## src/rtl/router_input_ctrl_sep_pkg.sv

```systemverilog
// Shared ring-network definitions: output port indices, security domains, message field slices.
// Pure declarations; no logic, no latency, no flow control.
`ifndef ROUTER_INPUT_CTRL_SEP_PKG_SV
`define ROUTER_INPUT_CTRL_SEP_PKG_SV

// Destination id occupies the most-significant bits of every message.
`define RIC_DEST_HI(MSG_NBITS) ((MSG_NBITS) - 1)
`define RIC_DEST_LO(MSG_NBITS, DEST_NBITS) ((MSG_NBITS) - (DEST_NBITS))

package router_input_ctrl_sep_pkg;

    localparam int NUM_PORTS = 3;
    localparam int PORT_CCW  = 0;
    localparam int PORT_TERM = 1;
    localparam int PORT_CW   = 2;

    localparam logic DOM_NS = 1'b0;
    localparam logic DOM_S  = 1'b1;

endpackage

`endif

```

## src/rtl/router_input_ctrl_sep_if.sv

```systemverilog
// Bundle between one router input port, its upstream link and the three output arbiters.
// slave = the input control block; master = upstream sender plus the arbiters' grant side.
interface router_input_ctrl_sep_if #(
    parameter int P_MSG_NBITS = 44
);
    logic                   in_val;
    logic                   in_rdy;
    logic [P_MSG_NBITS-1:0] in_msg;
    logic                   in_domain;
    logic                   reqs_p0;
    logic                   reqs_p1;
    logic                   reqs_p2;
    logic                   grants_p0;
    logic                   grants_p1;
    logic                   grants_p2;
    logic                   reqs_domain;
    logic [P_MSG_NBITS-1:0] head_msg;

    modport master (
        output in_val, in_msg, in_domain, grants_p0, grants_p1, grants_p2,
        input  in_rdy, reqs_p0, reqs_p1, reqs_p2, reqs_domain, head_msg
    );

    modport slave (
        input  in_val, in_msg, in_domain, grants_p0, grants_p1, grants_p2,
        output in_rdy, reqs_p0, reqs_p1, reqs_p2, reqs_domain, head_msg
    );
endinterface

```

## src/rtl/router_input_ctrl_sep_vc_queue_domain.sv

```systemverilog
// Normal-mode FIFO of {domain, msg} entries; enqueue-to-visible latency 1 cycle, no bypass.
// enq_rdy = !full, independent of deq_rdy; dequeue only when deq_val && deq_rdy.
module vc_queue_domain #(
    parameter int P_DATA_NBITS = 45,
    parameter int P_DEPTH      = 2
) (
    input  logic                           clk,
    input  logic                           reset,
    input  logic                           enq_val,
    output logic                           enq_rdy,
    input  logic [P_DATA_NBITS-1:0]        enq_data,
    output logic                           deq_val,
    input  logic                           deq_rdy,
    output logic [P_DATA_NBITS-1:0]        deq_data,
    output logic [$clog2(P_DEPTH+1)-1:0]   count,
    output logic                           full,
    output logic                           empty
);
    localparam int PTR_W = $clog2(P_DEPTH);
    localparam int CNT_W = $clog2(P_DEPTH + 1);

    logic [P_DATA_NBITS-1:0] mem [P_DEPTH];
    logic [PTR_W-1:0]        wr_ptr;
    logic [PTR_W-1:0]        rd_ptr;
    logic                    enq_fire;
    logic                    deq_fire;

    function automatic logic [PTR_W-1:0] next_ptr(input logic [PTR_W-1:0] ptr);
        return (ptr == PTR_W'(P_DEPTH - 1)) ? '0 : ptr + PTR_W'(1);
    endfunction

    assign full     = (count == CNT_W'(P_DEPTH));
    assign empty    = (count == '0);
    assign enq_rdy  = !full;
    assign deq_val  = !empty;
    assign enq_fire = enq_val && enq_rdy;
    assign deq_fire = deq_val && deq_rdy;
    assign deq_data = mem[rd_ptr];

    always_ff @(posedge clk) begin
        if (enq_fire) begin
            mem[wr_ptr] <= enq_data;
        end
    end

    always_ff @(posedge clk) begin
        if (reset) begin
            wr_ptr <= '0;
            rd_ptr <= '0;
            count  <= '0;
        end else begin
            if (enq_fire) begin
                wr_ptr <= next_ptr(wr_ptr);
            end
            if (deq_fire) begin
                rd_ptr <= next_ptr(rd_ptr);
            end
            if (enq_fire && !deq_fire) begin
                count <= count + CNT_W'(1);
            end else if (deq_fire && !enq_fire) begin
                count <= count - CNT_W'(1);
            end
        end
    end
endmodule

```

## src/rtl/router_input_ctrl_sep.sv

```systemverilog
// Router input port: buffer packets, route the head, request one output port; request 1 cycle after enqueue.
// in_rdy = !full only (no grant path); head leaves when its requested port grants it.
module router_input_ctrl_sep
    import router_input_ctrl_sep_pkg::*;
#(
    parameter int P_MSG_NBITS   = 44,
    parameter int P_NUM_ROUTERS = 4,
    parameter int P_DEST_NBITS  = 2,
    parameter int P_QUEUE_DEPTH = 2,
    parameter int P_ROUTER_ID   = 0
) (
    input  logic                  clk,
    input  logic                  reset,
    router_input_ctrl_sep_if.slave ifc
);
    localparam int DATA_NBITS = P_MSG_NBITS + 1;
    localparam int CNT_W      = $clog2(P_QUEUE_DEPTH + 1);
    localparam int FWD_W      = P_DEST_NBITS + 1;
    localparam logic [FWD_W-1:0] ID_W   = FWD_W'(P_ROUTER_ID);
    localparam logic [FWD_W-1:0] NUM_W  = FWD_W'(P_NUM_ROUTERS);
    localparam logic [FWD_W-1:0] HALF_W = FWD_W'(P_NUM_ROUTERS / 2);

    logic [DATA_NBITS-1:0]   head_data;
    logic [P_MSG_NBITS-1:0]  head_raw;
    logic                    head_dom;
    logic                    head_vld;
    logic                    deq_rdy;
    logic [CNT_W-1:0]        count;
    logic                    full;
    logic                    empty;
    logic [P_DEST_NBITS-1:0] dest;
    logic [FWD_W-1:0]        dest_w;
    logic [FWD_W-1:0]        fwd;
    logic [NUM_PORTS-1:0]    reqs;
    logic [NUM_PORTS-1:0]    grants;

    vc_queue_domain #(
        .P_DATA_NBITS (DATA_NBITS),
        .P_DEPTH      (P_QUEUE_DEPTH)
    ) u_queue (
        .clk      (clk),
        .reset    (reset),
        .enq_val  (ifc.in_val),
        .enq_rdy  (ifc.in_rdy),
        .enq_data ({ifc.in_domain, ifc.in_msg}),
        .deq_val  (head_vld),
        .deq_rdy  (deq_rdy),
        .deq_data (head_data),
        .count    (count),
        .full     (full),
        .empty    (empty)
    );

    assign {head_dom, head_raw} = head_data;
    assign dest   = head_raw[`RIC_DEST_HI(P_MSG_NBITS):`RIC_DEST_LO(P_MSG_NBITS, P_DEST_NBITS)];
    assign dest_w = {1'b0, dest};

    // Hop distance going clockwise; one extra bit keeps dest + N - id from overflowing.
    always_comb begin
        if (dest_w >= ID_W) begin
            fwd = dest_w - ID_W;
        end else begin
            fwd = dest_w + NUM_W - ID_W;
        end
    end

    // Half-way ties go clockwise.
    always_comb begin
        reqs = '0;
        if (head_vld) begin
            if (fwd == '0) begin
                reqs[PORT_TERM] = 1'b1;
            end else if (fwd <= HALF_W) begin
                reqs[PORT_CW] = 1'b1;
            end else begin
                reqs[PORT_CCW] = 1'b1;
            end
        end
    end

    assign grants[PORT_CCW]  = ifc.grants_p0;
    assign grants[PORT_TERM] = ifc.grants_p1;
    assign grants[PORT_CW]   = ifc.grants_p2;

    // Grants on unrequested ports fall out of the AND and never dequeue.
    assign deq_rdy = |(reqs & grants);

    assign ifc.reqs_p0     = reqs[PORT_CCW];
    assign ifc.reqs_p1     = reqs[PORT_TERM];
    assign ifc.reqs_p2     = reqs[PORT_CW];
    assign ifc.reqs_domain = empty ? DOM_NS : head_dom;
    assign ifc.head_msg    = empty ? '0 : head_raw;

    a_count_range : assert property (@(posedge clk) disable iff (reset)
        count <= CNT_W'(P_QUEUE_DEPTH));
    a_flags : assert property (@(posedge clk) disable iff (reset)
        $onehot0(reqs) && (empty == !head_vld) && (full == !ifc.in_rdy));
endmodule

```

## src/flat_wrapper.sv

```systemverilog
// flat-port wrapper written by rule: the top's interface ports become plain ports
module router_input_ctrl_sep_flat import router_input_ctrl_sep_pkg::*;
#(
    parameter int P_MSG_NBITS   = 44,
    parameter int P_NUM_ROUTERS = 4,
    parameter int P_DEST_NBITS  = 2,
    parameter int P_QUEUE_DEPTH = 2,
    parameter int P_ROUTER_ID   = 0
)
  (clk, reset, ifc_in_val, ifc_in_msg, ifc_in_domain, ifc_grants_p0, ifc_grants_p1, ifc_grants_p2, ifc_in_rdy, ifc_reqs_p0, ifc_reqs_p1, ifc_reqs_p2, ifc_reqs_domain, ifc_head_msg);
  router_input_ctrl_sep_if #(.P_MSG_NBITS(P_MSG_NBITS)) ifc_i ();
  input  logic clk;
  input  logic reset;
  input wire logic [$bits(ifc_i.in_val)-1:0] ifc_in_val;
  input wire logic [$bits(ifc_i.in_msg)-1:0] ifc_in_msg;
  input wire logic [$bits(ifc_i.in_domain)-1:0] ifc_in_domain;
  input wire logic [$bits(ifc_i.grants_p0)-1:0] ifc_grants_p0;
  input wire logic [$bits(ifc_i.grants_p1)-1:0] ifc_grants_p1;
  input wire logic [$bits(ifc_i.grants_p2)-1:0] ifc_grants_p2;
  output wire logic [$bits(ifc_i.in_rdy)-1:0] ifc_in_rdy;
  output wire logic [$bits(ifc_i.reqs_p0)-1:0] ifc_reqs_p0;
  output wire logic [$bits(ifc_i.reqs_p1)-1:0] ifc_reqs_p1;
  output wire logic [$bits(ifc_i.reqs_p2)-1:0] ifc_reqs_p2;
  output wire logic [$bits(ifc_i.reqs_domain)-1:0] ifc_reqs_domain;
  output wire logic [$bits(ifc_i.head_msg)-1:0] ifc_head_msg;
  assign ifc_i.in_val = ifc_in_val;
  assign ifc_i.in_msg = ifc_in_msg;
  assign ifc_i.in_domain = ifc_in_domain;
  assign ifc_i.grants_p0 = ifc_grants_p0;
  assign ifc_i.grants_p1 = ifc_grants_p1;
  assign ifc_i.grants_p2 = ifc_grants_p2;
  assign ifc_in_rdy = ifc_i.in_rdy;
  assign ifc_reqs_p0 = ifc_i.reqs_p0;
  assign ifc_reqs_p1 = ifc_i.reqs_p1;
  assign ifc_reqs_p2 = ifc_i.reqs_p2;
  assign ifc_reqs_domain = ifc_i.reqs_domain;
  assign ifc_head_msg = ifc_i.head_msg;
  router_input_ctrl_sep #(.P_MSG_NBITS(P_MSG_NBITS), .P_NUM_ROUTERS(P_NUM_ROUTERS), .P_DEST_NBITS(P_DEST_NBITS), .P_QUEUE_DEPTH(P_QUEUE_DEPTH), .P_ROUTER_ID(P_ROUTER_ID)) u_core (.clk(clk), .reset(reset), .ifc(ifc_i));
endmodule
```

## config.mk

```make
export PLATFORM = sky130hd
export DESIGN_NAME = router_input_ctrl_sep_flat
export DESIGN_NICKNAME = d
export VERILOG_FILES = /design/src/rtl/router_input_ctrl_sep_pkg.sv /design/src/rtl/router_input_ctrl_sep_if.sv /design/src/rtl/router_input_ctrl_sep_vc_queue_domain.sv /design/src/rtl/router_input_ctrl_sep.sv /design/src/flat_wrapper.sv
export SDC_FILE = /design/constraint.sdc
export NUM_CORES = 1
export LEC_CHECK = 0
export CORE_MARGIN = 2
export CORE_UTILIZATION = 40
export DETAILED_ROUTE_END_ITERATION = 7
export DONT_BUFFER_PORTS = 1
export HOLD_SLACK_MARGIN = 0.05
export PLACE_DENSITY = 0.54
export REMOVE_ABC_BUFFERS = 1
export SETUP_SLACK_MARGIN = 0.3
export SYNTH_ARGS = -nofsm -noshare
export SYNTH_HDL_FRONTEND = slang
export SYNTH_SLANG_ARGS = --single-unit
```

## constraint.sdc

```tcl
create_clock -name clk -period 5.9 [get_ports clk]
set_input_delay 1.18 -clock clk [delete_from_list [all_inputs] [get_ports clk]]
set_output_delay 1.18 -clock clk [all_outputs]
set_load 0.02 [all_outputs]
```

==> metrics.txt, run 1 <==
final setup TNS=0 ns; largest area contributor in the netlist=edfxtp_1; Setup crit start kind=register; fillers=roughly 780; HP Class=register to register; Critical Path Fanout Max=35; RSZ-0062 raised after global routing=no; Resized Gates After CTS=0; CTS Buf Count=9; Final Instance Area=0.00397 sq mm; CP Class=register to output port; IO Pins=100; vias in the first global route=~1800; post-synth top area share=~74%; clk_lat worst skew=~0.34 ns; Mapped Area=roughly 0.0037 sq mm; hold path cells=2; Tcrit/Tclk final=a little over half; most frequent cells after synthesis=90 x edfxtp_1, 47 x nor2_1, 45 x mux2i_1; HPWL after DPL=between 3000 and 4000 microns; area grow syn2layout=8.11%; row cnt=34; Syn Inst Count=between 200 and 250; CP peak stage delay=between 0.5 and 0.6 ns; Worst Max-Slew Pin Slew=between 1 and 1.5 ns; Synth async-reset ratio=0%; Worst Skew=between 0.01 and 0.015 ns; Mapped Avg Cell Area=16.5 sq um; Initial Util=approximately two fifths; worst reg2reg setup slack=roughly 3.3 ns; Reg clk slew, reported paths=~0.07 ns; DR WL/cell=17.7 microns; first-pass GRT wire length=between 9000 and 10000 microns; VDD IR max=about 0.00017 V; die area=between 0.009 and 0.01 sq mm; core footprint=0.00881 sq mm; largest net degree at the start of global routing=52; share of cells above drive strength 1=approximately 8.6%; Setup crit end kind=output port; Hold Fails Final Rpt=0; GR Overflow Total=0; most frequent cell after synthesis=edfxtp_1; DR vias=around 1800; max_slew headroom=about a third; critical path cell sequence=buf_4 -> mux2i_1 -> nor2_1; Netlist cell types=21; post-DR vias/cell=5.18; Tot GR Track Use=12.3%; status=finished, final reports clean; Post-CTS Setup Bufs=0; count of inserted antenna diode cells=0; fin crit period=approximately 3.2 ns; DIE HEIGHT=~100 microns; post-route ant nets=0; Slowest cell on crit path=buf_4; DRT Pass-1 Iters=4; sequential share of the synthesized area=between 70 and 80%; Yosys Warn Count=0; Placed Instance Area=between 0.003 and 0.004 sq mm; H-tree depth=3; leakage dissipation=about 1.3 nW; EDFF count, synth=90; Worst Path Required=between 4 and 5 ns; CTS Buffer Depth=2; Worst Reg-to-Reg Cells=8; Remaining DRCs=0; CTS Sinks=95; CTS tree=yes; fmax=around 310 MHz; Total Routed Length=approximately 6000 microns; Slew Viols, Final=0; root buf cell=clkbuf_8; die width=about 100 microns; Synth area leaders=edfxtp_1 74%, mux2i_1 12%, nor2_1 4.8%; initial antenna violation count=0; Max-cap violations=0; initial DRC count=66; # hold bufs at CTS=0; CP arrival=2.02 ns; port bufs=0; #FFs+latches synth=95; Setup-failing EPs final=0; prevailing post-synth register cell=edfxtp_1; global placer's final weighted congestion=0.674; Nets=between 200 and 300; Power per Cell Area=464 mW/mm^2
[layout by cell type (no fill, tap or decap), types with 3 or more instances in the layout]
cell,synthesis,final
dfxtp_1,5,4
ha_1,3,3
a21oi_1,4,4
buf_4,5,3
nor2_1,47,46
mux2i_1,45,45
clkbuf_8,0,9
edfxtp_1,90,90
nor2b_1,3,3
[path summary, 6_finish.rpt]
check	from	end
max	register	ifc_head_msg[9]
min	u_core.u_queue.rd_ptr$_SDFFE_PP0P_	register
max reg2reg	register	u_core.u_queue.count[1]$_SDFFE_PP0P_
min reg2reg	u_core.u_queue.rd_ptr$_SDFFE_PP0P_	register
[logic make-up (layout without fill, tap and decap cells)]
| logic type | count (synthesis) | in the layout | synth area share [%] |
|---|---|---|---|
| buffers and inverters | 13 | 22 | 1.94 |
| adder cells (fa/ha/maj) | 3 | 3 | 1.02 |
| flip-flops | 95 | 95 | 76.4 |
| AO/OA/AOI/OAI | 8 | 8 | 1.36 |
| multiplexers | 45 | 45 | 12.3 |
| XOR/XNOR | 2 | 2 | 0.477 |
| AND/OR/NAND/NOR | 57 | 57 | 6.55 |
[state kept, by name, summed over array words and instances, names as in the netlist, named ones only]
| name | count |
|---|---|
| u_core.u_queue.mem | 90 |
| u_core.u_queue.count | 2 |
| u_core.u_queue.rd_ptr | 1 |
| u_core.u_queue.wr_ptr | 1 |
[area by class of cell]
cell class,count,area (sq um),share of cell area [%]
Tap cell,108,135,3.41
Sequential cell,95,2800,70.7
Clock buffer,11,131,3.31
Multi-Input combinational cell,115,805,20.3
Timing Repair Buffer,3,22.5,0.568
Inverter,3,11.3,0.284
Clock inverter,5,58.8,1.48
[power breakdown]
| group | switching, W | internal, W |
|---|---|---|
| logic | 0.000410 | 0.000146 |
| clock network | 0.000205 | 0.000196 |
| registers | 0.0000387 | 0.000844 |
[per-stage QoR]
step	total power (W)	hold WS [ns]	util, %	setup slack [ns]	std cells
CTS	0.00188	0.521	45.1	2.63	340
global route	0.00195	0.555	45.1	2.53	340
global placement	0.00147	0.484	42.9	3.03	324
finish	0.00184	0.514	45.1	2.70	340
floorplan	0.00137	0.466	-	2.01	213
detailed placement	0.00147	0.509	42.9	3.01	324
[metal layers]
| metal | global-route usage (%) | share of wire, % | vias up | wire, microns |
|---|---|---|---|---|
| met5 | 0 | 0 | - | 0 |
| met4 | 4.43 | 1.2 | 0 | 70 |
| met3 | 6.55 | 10 | 8 | 614 |
| met2 | 20.9 | 49 | 66 | 2970 |
| met1 | 12.9 | 39 | 867 | 2350 |
| li1 | - | - | 821 | - |
[critical path, delay by kind of cell, from the launching register on]
kind	cells	cell delay, ns
buffers and inverters	1	0.59
DFF	1	0.54
muxes	1	0.17
and+or+nand+nor	1	0.36
Note: power is estimated with default switching activity, not from simulation.
==> run 2: changes to the inputs <==
- clock period: 5.9 -> 3.2 ns (I/O delays scaled with it)
==> run 2 against run 1 <==
  * Sequential share of layout area down 0.73 points
  * Clock-buffer cell count is 2 lower
  * Via count shrank 1.7%
  * Critical path depth is the same
  * Final cell count up 0.88%
  * Critical endpoint is now ifc_head_msg[32]
==> metrics.txt, run 2 (synthesized netlist as in run 1, its figures left out) <==
status=finished, final reports clean; DIE HEIGHT=~100 microns; DRT Pass-1 Iters=4; CTS Buf Count=9; Setup-failing EPs final=0; core footprint=0.00881 sq mm; Worst Skew=around 0.0082 ns; share of cells above drive strength 1=between 10% and 20%; HPWL after DPL=3930 microns; largest net degree at the start of global routing=46; max_slew headroom=roughly 57%; Resized Gates After CTS=0; initial antenna violation count=0; fmax=around 420 MHz; DR vias=between 1500 and 2000; Max-cap violations=0; Hold Fails Final Rpt=0; Initial Util=around two fifths; fin cells=approximately 340; root buf cell=clkbuf_8; # hold bufs at CTS=0; fillers=792; VDD IR max=around 0.00036 V; Tot GR Track Use=roughly 13%; most flop-heavy register=u_core.u_queue.mem; CTS Buffer Depth=2; Power per Cell Area=about 860 mW/mm^2; final setup TNS=0 ns; DR WL/cell=18.4 microns; Critical Path Fanout Max=30; first-pass GRT wire length=around 9400 microns; most frequent cells in the layout=90 x edfxtp_1, 46 x nor2_1, 45 x mux2i_1; CP Class=register to output port; Post-CTS Setup Bufs=0; Top Registers=u_core.u_queue.mem (90), u_core.u_queue.count (2); Tcrit/Tclk final=approximately three quarters; CTS Sinks=95; H-tree depth=3; Reg clk slew, reported paths=~0.090 ns; count of inserted antenna diode cells=0; leakage dissipation=between 1 and 1.5 nW; Tot Pwr=0.00346 W; vias in the first global route=about 1800; Remaining DRCs=0; initial DRC count=37; max FFs per register=90; hold slack=between 0.3 and 0.4 ns; IO Pins=100; global placer's final weighted congestion=0.658; die width=roughly 100 microns; Worst Path Required=around 2.6 ns; post-DR vias/cell=slightly above 5; fin crit period=between 2 and 2.5 ns; die area=0.00996 sq mm; Worst Max-Slew Pin Slew=around 0.64 ns; CTS tree=yes; clk_lat worst skew=around 0.34 ns; Total Routed Length=roughly 6300 microns; commonest non-fill, non-tap cell in the layout=edfxtp_1; post-route ant nets=0; placed cell count=327; Slew Viols, Final=0; area grow syn2layout=9.24%; Nets=about 280; Setup crit start kind=register; Setup crit end kind=output port; RSZ-0062 raised after global routing=no; port bufs=0; GR Overflow Total=0; row cnt=34; CP arrival=approximately 1.7 ns; HP Class=input pin to register; Final Core Density=between 40% and 50%
-- run 2: changes by cell type in the layout (fill, tap and decap cells not counted) --
cell and delta:
clkinvlp_4 +1, inv_6 +1, buf_4 +2, clkinv_2 +2, buf_12 +1, clkinv_4 -1, clkinv_1 -1, clkbuf_1 -2
-- run 2: layout make-up --
| class | count | area (sq um) | share of cell area, % |
|---|---|---|---|
| inverter | 3 | 11.3 | 0.281 |
| clock inverter | 7 | 72.6 | 1.81 |
| sequential | 95 | 2800 | 69.9 |
| tap | 108 | 135 | 3.37 |
| clock buffer | 9 | 124 | 3.09 |
| timing repair buffer | 6 | 57.6 | 1.44 |
| multi-input combinational | 115 | 805 | 20.1 |
-- run 2: where the power goes --
| part | switching (W) | internal [W] | total [W] |
|---|---|---|---|
| registers | 0.0000519 | 0.00155 | 0.00161 |
| logic | 0.000786 | 0.000294 | 0.00108 |
| clock network | 0.000411 | 0.000363 | 0.000774 |
-- run 2: worst paths after layout --
path,depth (start not counted),start,slack (ns),to
hold / removal,1,reset,0.35,u_core.u_queue.rd_ptr$_SDFFE_PP0P_
setup / recovery,3,register,0.82,ifc_head_msg[32]
setup reg to reg,8,register,0.85,u_core.u_queue.count[1]$_SDFFE_PP0P_
hold reg to reg,2,u_core.u_queue.rd_ptr$_SDFFE_PP0P_,0.51,u_core.u_queue.rd_ptr$_SDFFE_PP0P_
-- run 2: worst max-delay path, cell delays in order (launching register included) --
cell     delay, ns
dfxtp_2       0.38
buf_4         0.47
mux2i_1       0.14
nor2_1        0.38
-- run 2: layer usage --
metal	global-route usage, %	vias to the layer above	wire (microns)
met4	5.48	0	63
met2	21.2	61	3170
li1	-	833	-
met5	0	-	0
met1	14.3	831	2550
met3	5.57	7	536
-- run 2: per-stage QoR --
stage               cell area (sq um)  worst slack (ns)
finish                           4010             0.824
global route                     4010             0.704
CTS                              4010             0.786
detailed placement               3810             0.841
global placement                 3810             0.950
floorplan                        3610            -0.436
